`config.mk`:
```
export PLATFORM = sky130hd
export DESIGN_NAME = data_mem_responder
export DESIGN_NICKNAME = d
export VERILOG_FILES = /design/src/rtl/data_mem_responder.sv
export SDC_FILE = /design/constraint.sdc
export NUM_CORES = 2
export LEC_CHECK = 0
export ABC_AREA = 1
export BUFFER_PORTS_ARGS = -buffer_cell sky130_fd_sc_hd__clkbuf_2
export CORE_MARGIN = 5
export CORE_UTILIZATION = 57
export DETAILED_ROUTE_END_ITERATION = 12
export PLACE_DENSITY = 0.73
export SETUP_SLACK_MARGIN = 0.1
export SYNTH_ARGS = -nofsm -noshare
export SYNTH_HDL_FRONTEND = slang
export SYNTH_SLANG_ARGS = --single-unit
```
`constraint.sdc`:
```
create_clock -name i_clock -period 5.3 [get_ports i_clock]
set_input_delay 0.53 -clock i_clock [delete_from_list [all_inputs] [get_ports i_clock]]
set_output_delay 0.53 -clock i_clock [all_outputs]
set_load 0.01 [all_outputs]
```
`src/rtl/data_mem_responder.sv`:
```
// data_mem_responder: 2^ADDR_W x DATA_W synchronous data memory for the CPU data port,
// with fixed RD_LAT read pipeline, idle-time preload port and saturating access counters.
module data_mem_responder #(
  parameter int ADDR_W = 8,
  parameter int DATA_W = 16,
  parameter int RD_LAT = 2
) (
  input  logic              i_clock,
  input  logic              i_reset,
  input  logic              i_enable,
  input  logic [ADDR_W-1:0] i_d_addr,
  input  logic              i_d_we,
  input  logic [DATA_W-1:0] i_d_dataout,
  output logic [DATA_W-1:0] o_d_datain,
  output logic              o_rd_valid,
  input  logic              i_ld_valid,
  input  logic [ADDR_W-1:0] i_ld_addr,
  input  logic [DATA_W-1:0] i_ld_data,
  output logic              o_ld_ready,
  output logic [15:0]       o_rd_count,
  output logic [15:0]       o_wr_count
);
  if (RD_LAT < 1 || RD_LAT > 4) begin : g_bad_lat
    $error("data_mem_responder: RD_LAT must be in 1..4");
  end
  logic [DATA_W-1:0] r_mem [2**ADDR_W];
  logic              w_rd, w_wr, w_ld;
  logic              w_vld [RD_LAT];
  logic [DATA_W-1:0] w_dat [RD_LAT];
  assign w_rd = i_enable & ~i_d_we;
  assign w_wr = i_enable & i_d_we;
  assign w_ld = i_ld_valid & o_ld_ready & ~i_enable;
  assign w_vld[0] = w_rd;
  assign w_dat[0] = r_mem[i_d_addr];
  // Array is never reset so contents survive a reset pulse.
  always_ff @(posedge i_clock) begin
    if (w_wr) r_mem[i_d_addr] <= i_d_dataout;
    else if (w_ld) r_mem[i_ld_addr] <= i_ld_data;
  end
  for (genvar k = 1; k < RD_LAT; k++) begin : g_stage
    logic              r_vld;
    logic [DATA_W-1:0] r_dat;
    always_ff @(posedge i_clock or negedge i_reset) begin
      if (!i_reset) begin
        r_vld <= 1'b0;
        r_dat <= '0;
      end else begin
        r_vld <= w_vld[k-1];
        r_dat <= w_dat[k-1];
      end
    end
    assign w_vld[k] = r_vld;
    assign w_dat[k] = r_dat;
  end
  // Output register is the final pipeline stage; it only reloads on completion.
  always_ff @(posedge i_clock or negedge i_reset) begin
    if (!i_reset) begin
      o_d_datain <= '0;
      o_rd_valid <= 1'b0;
      o_ld_ready <= 1'b0;
      o_rd_count <= '0;
      o_wr_count <= '0;
    end else begin
      o_rd_valid <= w_vld[RD_LAT-1];
      o_ld_ready <= ~i_enable;
      if (w_vld[RD_LAT-1]) o_d_datain <= w_dat[RD_LAT-1];
      if (w_vld[RD_LAT-1] && o_rd_count != 16'hFFFF) o_rd_count <= o_rd_count + 16'd1;
      if (w_wr && o_wr_count != 16'hFFFF) o_wr_count <= o_wr_count + 16'd1;
    end
  end
endmodule

```
==> summary.md <==
| Metric | Value |
|---|---|
| Drt first pass iters | `7` |
| CTS max path bufs | `4` |
| Metal3 WL | `55.55 mm` |
| Max-cap violations | `0` |
| Slew Viols, Final | `0` |
| Crit end category | `register` |
| Clk Latency, worst-skew pair | `0.98 ns` |
| Worst-path fanout max | `33` |
| Number of I/O pins | `slightly above 100` |
| Mapped Area | `between 150000 and 200000 sq um` |
| Area Growth Syn to Fin | `10.80%` |
| Routed metal-1 wirelength | `approximately 170 mm` |
| Synth top area cells | `edfxtp_1 (73%), nand3_1 (12%), nand2_1 (9.6%)` |
| Share of the synthesized area in the top cell type | `between 70 and 80%` |
| Die area | `approximately 310000 sq um` |
| Initial DRC Count | `18260` |
| Post-synth top area cell | `edfxtp_1` |
| Global route overflow | `0` |
| Vias/cell | `6.166` |
| Reg clk slew, reported paths | `0.06 ns` |
| Synth top cells by count | `nand2_1 (4291), edfxtp_1 (4096), nand3_1 (4046)` |
| Fmax achieved | `between 0.2 and 0.25 GHz` |
| Average cell area after synthesis | `~12 sq um` |
| Slew Limit Headroom | `about 8.7%` |
| First-pass GRT wire length | `slightly below 700 mm` |
| Cts repair resizes | `0` |
| DR DRC count | `0` |
| Vias in the first global route | `104100` |
| RSZ-0062 raised after global routing | `no` |
| Final period utilization | `83.79%` |
| Global Route Usage Sum | `29.27%` |
| Largest net degree at the start of global routing | `a little over 200` |
| Number of distinct library cells after synthesis | `30` |
| Chip height | `between 500 and 600 um` |
| Final WL | `between 400 and 500 mm` |
| Cell count after synthesis | `13890` |
| Final hold viol count | `0` |
| DP HPWL | `266.9 mm` |
| Setup TNS | `0 ns` |
| PortBufs | `102` |
| Synthesis warning total | `0` |
| Final Skew | `0.08457 ns` |
| Ratio of cells with drive above 1 in the final layout | `under 10%` |
| HP Class | `input port to register` |
| Setup Buffers After CTS | `0` |
| EDFF count, synth | `between 4000 and 5000` |
| CTS tree | `done` |
| Leak Pwr | `~66 nW` |
| PD cells | `about 380 nW/um^2` |
| Initial Utilization | `a little under three fifths` |
| Post-synthesis sequential area ratio | `around three quarters` |
| Data arrival, critical path | `~5 ns` |
| Synth Flop Type | `edfxtp_1` |
| Hold slack | `~0.12 ns` |
| Routability cong. | `~0.97` |
| DR WL/cell | `25.38 um` |
| Critical Path Start Type | `register` |
| Initial antenna violation count | `14` |
| Routed via count | `about 110k` |
| Flops & latches, synth | `4163` |
| Final setup violation count | `0` |
| Critical path class | `register to register` |
| Met2 WL | `approximately 210 mm` |
| Core Box Area | `293800 sq um` |
| CTS H-Tree Depth | `5` |
| Min Clock Period, post-route | `4.441 ns` |
| CTS Buf Count | `slightly above 400` |
| Row cnt | `approximately 200` |
| Worst VDD drop | `0.3109 mV` |
| ANT nets after route | `0` |
| DIE WIDTH | `approximately 550 um` |
| Worst-Margin Slew | `between 1 and 1.5 ns` |
| CTS sink count | `4163` |
| Fin nets | `~14000` |
| Status | `finished clean` |
| Async S/R FF share, synth | `approximately 1.6%` |
| Count leader, synth | `nand2_1` |
| Root buffer cell | `clkbuf_16` |
| Critical Path RT | `roughly 5.9 ns` |
| Hold buffer count at CTS | `5` |
| Syn Nets | `between 10000 and 15000` |
| Top layer reached by signal wires | `met5` |
## layout by cell type, fill, tap and decap left out, drive strengths merged
master       instances
nand2             4300
edfxtp            4096
nand3             4048
clkbuf             619
buf                425
nor2               310
clkinv             181
inv                 72
dfrtp               67
bufinv              32
xor2                16
mux2                16
xnor2               14
diode               10
clkinvlp             9
o21ai                9
dlygate4sd3          5
nor3                 5
nand4                4
nor4                 3
ha                   2
and3                 1
## metrics by stage
step	setup slack, ns	util [%]	instance area (sq um)	cells	total power, mW
finish	0.8592	63.39	186200	18160	69.87
global route	0.7653	63.38	186200	18160	71.72
CTS	0.9306	63.35	186100	18150	69.90
detailed placement	0.6122	58.87	173000	17390	42.00
global placement	0.6585	58.86	172900	17380	41.92
floorplan	0.2863	-	168100	13890	40.20
## metal layers
layer	up-vias	track usage [%]
met5	-	0
met2	7327	44.54
met3	1103	6.292
li1	49450	-
met4	10	13.02
met1	54100	41.14
## sequential cells by signal (all words and copies together), names as in the netlist
name / count
o_d_datain: 16
r_mem: 4096
o_ld_ready: 1
o_rd_valid: 1
g_stage.r_dat: 16
o_wr_count: 16
o_rd_count: 16
g_stage.r_vld: 1
## kinds of logic after synthesis
logic type / after synthesis / synth area share, %
xor+xnor: 30 / 0.1563
compound gates: 9 / 0.03796
simple gates: 8671 / 22.44
buf+inv: 1001 / 3.074
flops: 4163 / 74.17
fa+ha+maj: 2 / 0.01489
mux: 16 / 0.1072
## worst max-delay path, cell delays in order, from the launching register on
cell and delay, ns:
dfrtp_1 0.39, nand3_4 0.44, inv_2 0.43, nor2_1 0.31
inv_2 0.44, nand2_2 0.70, nor2_1 1.27
## power breakdown
group | switching, mW | leakage [nW] | internal [mW]
registers | 0.118 | 37.7 | 36.5
logic | 3.71 | 21.4 | 1.09
clock network | 12.4 | 6.37 | 16.0
## cell type report
| class | instances | area, sq um |
|---|---|---|
| fillers | 21380 | 107600 |
| diodes | 10 | 25.02 |
| well taps | 3919 | 4903 |
| repair buffers | 525 | 4791 |
| clock buffers | 524 | 10800 |
| clock inverters | 235 | 2303 |
| multi-input cells | 8728 | 38460 |
| flip-flops and latches | 4163 | 124700 |
| inverters | 59 | 274.0 |
## path summary, 6_finish.rpt
check / start / endpoint / slack (ns) / depth (start not counted)
setup / recovery: o_ld_ready$_DFF_PN0_ / r_mem[8][14]$_DFFE_PP_ / 0.86 / 6
hold / removal: i_d_addr[7] / g_stage[1].r_dat[0]$_DFF_PN0_ / 0.12 / 3
setup reg to reg: o_ld_ready$_DFF_PN0_ / r_mem[8][14]$_DFFE_PP_ / 0.86 / 6
hold reg to reg: o_rd_count[5]$_DFFE_PN0P_ / o_rd_count[5]$_DFFE_PN0P_ / 0.50 / 1
max in group asynchronous: i_reset / o_d_datain[2]$_DFFE_PN0P_ / 4.20 / 3
min in group asynchronous: i_reset / o_wr_count[12]$_DFFE_PN0P_ / 0.33 / 3
(Power assumes the default switching activity.)
